--- config.mk ---
export PLATFORM = sky130hd
export DESIGN_NAME = sign_mag_subtractor
export DESIGN_NICKNAME = d
export VERILOG_FILES = /design/src/rtl/sign_mag_subtractor.sv
export SDC_FILE = /design/constraint.sdc
export NUM_CORES = 1
export LEC_CHECK = 0
export BUFFER_PORTS_ARGS = -buffer_cell sky130_fd_sc_hd__buf_2
export CAP_MARGIN = 20
export CORE_MARGIN = 2
export CORE_UTILIZATION = 30
export CTS_BUF_LIST = sky130_fd_sc_hd__clkbuf_8
export DETAILED_ROUTE_END_ITERATION = 7
export PLACE_DENSITY = 0.5
export SYNTH_ARGS = -nofsm -noshare
export SYNTH_HDL_FRONTEND = slang
export SYNTH_SLANG_ARGS = --single-unit
--- constraint.sdc ---
create_clock -name clk -period 3 [get_ports clk]
set_clock_uncertainty 0.2 [all_clocks]
set_input_delay 0.15 -clock clk [delete_from_list [all_inputs] [get_ports clk]]
set_output_delay 0.15 -clock clk [all_outputs]
set_load 0.02 [all_outputs]
--- src/rtl/sign_mag_subtractor.sv ---
// Bit-serial sign-magnitude subtractor: Out = A - B, one magnitude bit per clock.
// Ports:
//   clk, rst_n           rising-edge clock, synchronous active-low reset
//   in_valid / in_ready  operand handshake (A, B latched when both high)
//   A, B                 N-bit sign-magnitude minuend / subtrahend (MSB = sign)
//   out_valid/out_ready  result handshake
//   Out, ovf             sign-magnitude result, magnitude overflow flag
module sign_mag_subtractor #(
   parameter int unsigned N = 4
) (
   input  logic         clk,
   input  logic         rst_n,
   input  logic         in_valid,
   output logic         in_ready,
   input  logic [N-1:0] A,
   input  logic [N-1:0] B,
   output logic         out_valid,
   input  logic         out_ready,
   output logic [N-1:0] Out,
   output logic         ovf
);

   localparam int unsigned M  = N - 1;                     // magnitude width
   localparam int unsigned CW = (M > 1) ? $clog2(M) : 1;   // bit counter width

   typedef enum logic [1:0] {
      IDLE = 2'd0,
      CMP  = 2'd1,
      SER  = 2'd2,
      DONE = 2'd3
   } state_t;

   state_t          state_q, state_d;
   logic [N-1:0]    a_q, a_d;
   logic [N-1:0]    b_q, b_d;
   logic [M-1:0]    mx_q, mx_d;
   logic [M-1:0]    mn_q, mn_d;
   logic [M-1:0]    res_q, res_d;
   logic [CW-1:0]   cnt_q, cnt_d;
   logic            cb_q, cb_d;
   logic            rsign_q, rsign_d;
   logic            sub_q, sub_d;
   logic            in_ready_q, in_ready_d;
   logic            out_valid_q, out_valid_d;
   logic [N-1:0]    out_q, out_d;
   logic            ovf_q, ovf_d;

   // Serial bit slice and compare helpers
   logic            bit_a, bit_b, bit_s, bit_c;
   logic            s_a, s_b_eff;
   logic [M-1:0]    m_a, m_b;
   logic [M-1:0]    res_nx;
   logic            fin_ovf;

   assign in_ready  = in_ready_q;
   assign out_valid = out_valid_q;
   assign Out       = out_q;
   assign ovf       = ovf_q;

   // State and datapath registers
   always_ff @(posedge clk) begin
      if (!rst_n) begin
         state_q     <= IDLE;
         a_q         <= '0;
         b_q         <= '0;
         mx_q        <= '0;
         mn_q        <= '0;
         res_q       <= '0;
         cnt_q       <= '0;
         cb_q        <= 1'b0;
         rsign_q     <= 1'b0;
         sub_q       <= 1'b0;
         in_ready_q  <= 1'b1;
         out_valid_q <= 1'b0;
         out_q       <= '0;
         ovf_q       <= 1'b0;
      end else begin
         state_q     <= state_d;
         a_q         <= a_d;
         b_q         <= b_d;
         mx_q        <= mx_d;
         mn_q        <= mn_d;
         res_q       <= res_d;
         cnt_q       <= cnt_d;
         cb_q        <= cb_d;
         rsign_q     <= rsign_d;
         sub_q       <= sub_d;
         in_ready_q  <= in_ready_d;
         out_valid_q <= out_valid_d;
         out_q       <= out_d;
         ovf_q       <= ovf_d;
      end
   end

   // Next-state, serial arithmetic and registered-output next values
   always_comb begin
      state_d     = state_q;
      a_d         = a_q;
      b_d         = b_q;
      mx_d        = mx_q;
      mn_d        = mn_q;
      res_d       = res_q;
      cnt_d       = cnt_q;
      cb_d        = cb_q;
      rsign_d     = rsign_q;
      sub_d       = sub_q;
      in_ready_d  = in_ready_q;
      out_valid_d = out_valid_q;
      out_d       = out_q;
      ovf_d       = ovf_q;

      s_a     = a_q[N-1];
      s_b_eff = ~b_q[N-1];
      m_a     = a_q[M-1:0];
      m_b     = b_q[M-1:0];

      // One-bit full adder / full subtractor on max[i], min[i], carry/borrow
      bit_a = mx_q[cnt_q];
      bit_b = mn_q[cnt_q];
      bit_s = bit_a ^ bit_b ^ cb_q;
      if (sub_q) begin
         bit_c = (~bit_a & bit_b) | (~(bit_a ^ bit_b) & cb_q);
      end else begin
         bit_c = (bit_a & bit_b) | (cb_q & (bit_a ^ bit_b));
      end
      res_nx         = res_q;
      res_nx[cnt_q]  = bit_s;
      fin_ovf        = ~sub_q & bit_c;

      unique case (state_q)
         IDLE: begin
            if (in_valid) begin
               a_d        = A;
               b_d        = B;
               in_ready_d = 1'b0;
               state_d    = CMP;
            end
         end
         CMP: begin
            if (m_a > m_b) begin
               mx_d    = m_a;
               mn_d    = m_b;
               rsign_d = s_a;
            end else begin
               mx_d    = m_b;
               mn_d    = m_a;
               rsign_d = s_b_eff;
            end
            sub_d   = (s_a != s_b_eff);
            cnt_d   = '0;
            cb_d    = 1'b0;
            res_d   = '0;
            state_d = SER;
         end
         SER: begin
            res_d = res_nx;
            cb_d  = bit_c;
            if (cnt_q == CW'(M - 1)) begin
               // Zero without overflow is always reported as +0
               out_d       = {rsign_q & ((res_nx != '0) | fin_ovf), res_nx};
               ovf_d       = fin_ovf;
               out_valid_d = 1'b1;
               cnt_d       = '0;
               state_d     = DONE;
            end else begin
               cnt_d = cnt_q + CW'(1);
            end
         end
         DONE: begin
            if (out_ready) begin
               out_valid_d = 1'b0;
               in_ready_d  = 1'b1;
               state_d     = IDLE;
            end
         end
         default: begin
            state_d = IDLE;
         end
      endcase
   end

endmodule

# Word-level counts from Yosys, hierarchy flattened
# Index checks and enable logic that the tools add are counted.
# W data, S select, Z words.
# word_totals
register_bits	31
input_bits	12
out_inout_bits	7
wordCells	77
# classes
add_sub_neg	1
magnitude_cmp	3
eq_ne	8
muxes	25
n_bitwise	15
reduce_logical	11
# ops
op	n
$mux W1	9
$reduce_and A3 Y1	3
$mux W2	4
$pmux W2 S4	1
$and A1 B1 Y1	6
$eq A2 B2 Y1 const B	3
$mux W3	2
$ne A2 B2 Y1 const B	3
$pmux W1 S2	3
$pmux W3 S2	1
$reduce_bool A2 Y1	3
$bmux W1 S2	2
$not A1 Y1	4
$pmux W2 S2	1
$reduce_and A2 Y1	2
$bwmux W3	1
$gt A3 B3 Y1	1
$lt A2 B3 Y1 const B	1
$or A1 B1 Y1	3
$reduce_bool A3 Y1	1
$add A2 B1 Y2 const B	1
$demux W1 S2	1
$eq A2 B1 Y1 const B	1
$ge A2 B1 Y1 const B	1
other kinds (4)	5

# Depth between registers and ports, before layout
# logic_depth
ltp_word	10
ltp_mapped	9
mapped_depth_nobuf	8

# Least setup slack after synthesis
# No wires, ideal clock.
# synth_timing
path_kind	register -> register
from	reg cnt_q[0]
to	reg res_q[0]
setup_time_ps	59
arrival_time_ps	1882
required_time_ps	2741
setup_slack_ps	858
stages_incl_launch_ff	10
synth_period_minus_slack_ps	2142
cell_sequence	dfxtp_1 > buf_6 > mux2i_1 > nor2_1 > a31oi_1 > fa_1 > nor3_1 > a21oi_1 > o22ai_1 > and2_1
# synth_between
elab_chain_len	6
elab_cells_between_ends	13
# synth_rtl
item	line_no	source
start, declared	39	logic [CW-1:0] cnt_q, cnt_d;
start signal, assigned	84	cnt_q <= cnt_d;
$lt A2 B3 Y1 (implied by the code) (tied with other cells)	127	res_nx[cnt_q] = bit_s;
$logic_and A1 B1 Y1 (implied by the code) (tied with other cells)	127	
$mux W1 (implied by the code) or $xor A1 B1 Y1 (tied branches)	127, 120	
$demux W1 S2 or $xor A1 B1 Y1 (tied branches)	127, 120	
$bwmux W3 (*)	127	
$pmux W3 S2 (*)	130	unique case (state_q)
end signal, assigned	83	res_q <= res_d;
end, declared	38	logic [M-1:0] res_q, res_d;
# Mark *: on every way between the ends. The rest lies on a longest branch, timed or not. The select of a mux whose other input is x is not followed.
# A chain may end at the register's enable or synchronous reset.

# Final worst setup path
# Same ends and word-level chain as after synthesis.

==> impl_metrics.tcl <==
set metrics [dict create \
    clk_path_buf_depth 2 \
    die_x_microns 77.2 \
    routed_wl_mm 3.36 \
    slew_headroom 0.671 \
    die_area_sq_um 5960 \
    vias 1317 \
    period_needed_ps 2420 \
    hold_buffers 8 \
    drt_iter0_markers 47 \
    setup_slack_ps 580 \
    rsz0062_at_grt "no" \
    avgSynthCellArea_sq_um 8.59 \
    htreeDepth 2 \
    cts_root_buffer "clkbuf_8" \
    crit_arrival_ps 2450 \
    setup_viol 0 \
    drive_above_1_share 0.147 \
    switching_share 0.352 \
    finalHoldViolCount 0 \
    netSwitchingPower_mw 0.525 \
    yosysUniqueCellTypes 36 \
    ys_seq_area_frac 0.386 \
    detailedPlacementHpwl_mm 2.36 \
    core_sq_um 5140 \
    fmax_mhz 413 \
    syn-num-nets 209 \
    slew_viol_final 0 \
    grt_usage 0.123 \
    worstSetupStartpoint "cnt_q[0]" \
    ff_latch_area_sq_um 621 \
    worstHoldStart "out_ready" \
    pwr-share-clk 0.291 \
    fp.dieH_microns 77.2 \
    synth_enable_flop_cells 0 \
    clk_pin_slew_ps 70 \
    syn-cell-area_sq_um 1610 \
    synthCells 187 \
    tns_ps 0 \
    grt_pass1_wl_mm 5.91 \
    comb_power_share 0.338 \
    insertion_delay_ps 280 \
    whs_path_depth 3 \
    cts_resized 0 \
    nNetsFinal 232 \
    start_kind "flip-flop" \
    r2r_slack_ps 580 \
    io-pin-count 19 \
    cp_max_fo 10 \
    ant_nets 0 \
    io_buffer_count 18 \
    num_antenna_cells 0 \
    cts-buffers-inserted 5 \
    r2r_end "res_q[0]" \
    power_leakage_nw 0.774 \
    viasPerCell 4.69 \
    grt_max_degree 32 \
    routedWlPerCell_microns 12.0 \
    multi_input_area_sq_um 877 \
    pre_cts_slack_ps 571 \
    row_count 26 \
    fin_crit_sh 0.807 \
    ys.flop_type "dfxtp_1" \
    pwr-share-seq 0.371 \
    cp_data_required_time_ps 3030 \
    p_per_area_nw_per_um2 771 \
    r2r-start "cnt_q[0]" \
    outcome "complete, no violations" \
    p_int_mw 0.965 \
    fill_cells 559 \
    yosys_warnings 0 \
    drt-pass1-iter-count 4 \
    hp-class "in2reg" \
    grt_pass1_vias 1266 \
    tightest_slew_ps 494 \
    min_to "in_ready" \
    tritoncts "done" \
    start_util 0.313 \
    overflow 0 \
    criticalPathCategory "reg2reg" \
    async_flop_share 0 \
    cts.sinks 31 \
    cap_violations 0 \
    drc 0 \
    ys_seq_elements 31 \
    gp_congestion 0.773 \
    post_cts_buffers 0 \
    area_delta_synth_final_pct 20.3 \
    crit_path_end_kind "flip-flop" \
    antenna_found_initial 0 \
    r2r_cells 8 \
    ir_drop_mv 0.352 \
]
==> cell usage after synthesis (all sizes together) (2+ instances only) <==
cell type | number | area [sq um]
a21boi | 9 | 67.6
a21oi | 17 | 88.8
a31oi | 5 | 31.3
and2 | 3 | 18.8
buf | 2 | 18.8
clkbuf | 8 | 30.0
dfxtp | 31 | 621
fa | 2 | 40.0
ha | 8 | 100
inv | 16 | 60.1
mux2i | 12 | 120
nand2 | 16 | 60.1
nand2b | 2 | 20.0
nand3 | 8 | 40.0
nand3b | 2 | 18.8
nor2 | 8 | 30.0
nor2b | 8 | 50.1
nor3 | 3 | 15.0
o21a | 2 | 15.0
o21ai | 10 | 50.1
o22ai | 3 | 18.8
o31ai | 2 | 15.0
or2 | 2 | 12.5
==> state kept, by name (all words and copies together), names as in the netlist <==
register	flops
rsign_q	1
a_q	4
sub_q	1
cnt_q	2
cb_q	1
mn_q	3
in_ready	1
out_valid	1
res_q	3
mx_q	3
ovf	1
b_q	4
state_q	2
Out	4
==> placed cells by master, fill, tap and decap left out, types with 2 or more instances in the layout <==
| cell type | synthesis | layout |
|---|---|---|
| dfxtp_1 | 31 | 31 |
| buf_2 | 0 | 18 |
| nand2_1 | 16 | 16 |
| inv_1 | 16 | 16 |
| a21oi_1 | 16 | 16 |
| mux2i_1 | 12 | 12 |
| o21ai_0 | 10 | 10 |
| a21boi_0 | 9 | 9 |
| nor2_1 | 8 | 8 |
| nand3_1 | 8 | 8 |
| nor2b_1 | 8 | 8 |
| ha_1 | 8 | 8 |
| dlygate4sd3_1 | 0 | 8 |
| clkbuf_8 | 0 | 6 |
| a31oi_1 | 5 | 5 |
| nor3_1 | 3 | 3 |
| o22ai_1 | 3 | 3 |
| and2_1 | 3 | 3 |
| o21a_1 | 2 | 2 |
| o31ai_1 | 2 | 2 |
| fa_1 | 2 | 2 |
==> through the flow <==
step	hold slack (ps)	instances	power (mW)	utilization	area (sq um)
final	35.2	281	1.49	0.376	1930
after global routing	57.3	281	1.60	0.376	1930
after global placement	211	265	1.05	0.338	1740
after floorplan	88.3	187	0.945	-	1610
after CTS	30.1	281	1.51	0.376	1930
after detailed placement	220	265	1.06	0.338	1740
==> cells by family after synthesis <==
family	after synthesis	share of synthesized area
and+or+nand+nor	55	0.177
AOI/OAI and AO/OA	51	0.195
DFF	31	0.386
buffers and inverters	26	0.0678
muxes	13	0.0818
adders and majority gates	10	0.0872
xor gates and xnor gates	1	0.00545
==> critical path, stage by stage (launching register included) <==
cell and delay (ps):
dfxtp_1 520, mux2i_1 220, nor2_1 60, a31oi_1 310, fa_1 570, nor3_1 170, a21oi_1 70, o22ai_1 120
and2_1 130
==> how the worst max path moves through the flow <==
stage	end	slack, ps	cells past startpoint
2_1_floorplan	res_q[0]	860	9
3_3_place_gp	res_q[0]	630	8
3_5_place_dp	res_q[0]	570	8
4_1_cts	res_q[0]	570	8
5_1_grt	res_q[0]	350	8
6_report	res_q[0]	580	8
==> layer usage <==
| layer | vias up | wire, microns | GRT usage |
|---|---|---|---|
| li1 | 690 | - | - |
| met1 | 597 | 1730 | 0.169 |
| met2 | 28 | 1470 | 0.184 |
| met3 | 2 | 119 | 0.0282 |
| met4 | 0 | 36 | 0.0536 |
| met5 | - | 0 | 0 |
==> final cells by class <==
class	count	share of cell area
Timing Repair Buffer	26	0.0880
Clock inverter	2	0.0181
Tap cell	70	0.0453
Inverter	16	0.0311
Multi-Input combinational cell	130	0.454
Clock buffer	6	0.0427
Sequential cell	31	0.321
==> power by group through the flow <==
stage               combinational, mW  sequential [mW]  clock (mW)
CTS                             0.507            0.552       0.447
floorplan                       0.403            0.541           0
finish                          0.504            0.552       0.434
global route                    0.574            0.561       0.465
global placement                0.493            0.561           0
detailed placement              0.496            0.561           0
Power figures use the tool's default switching activity.
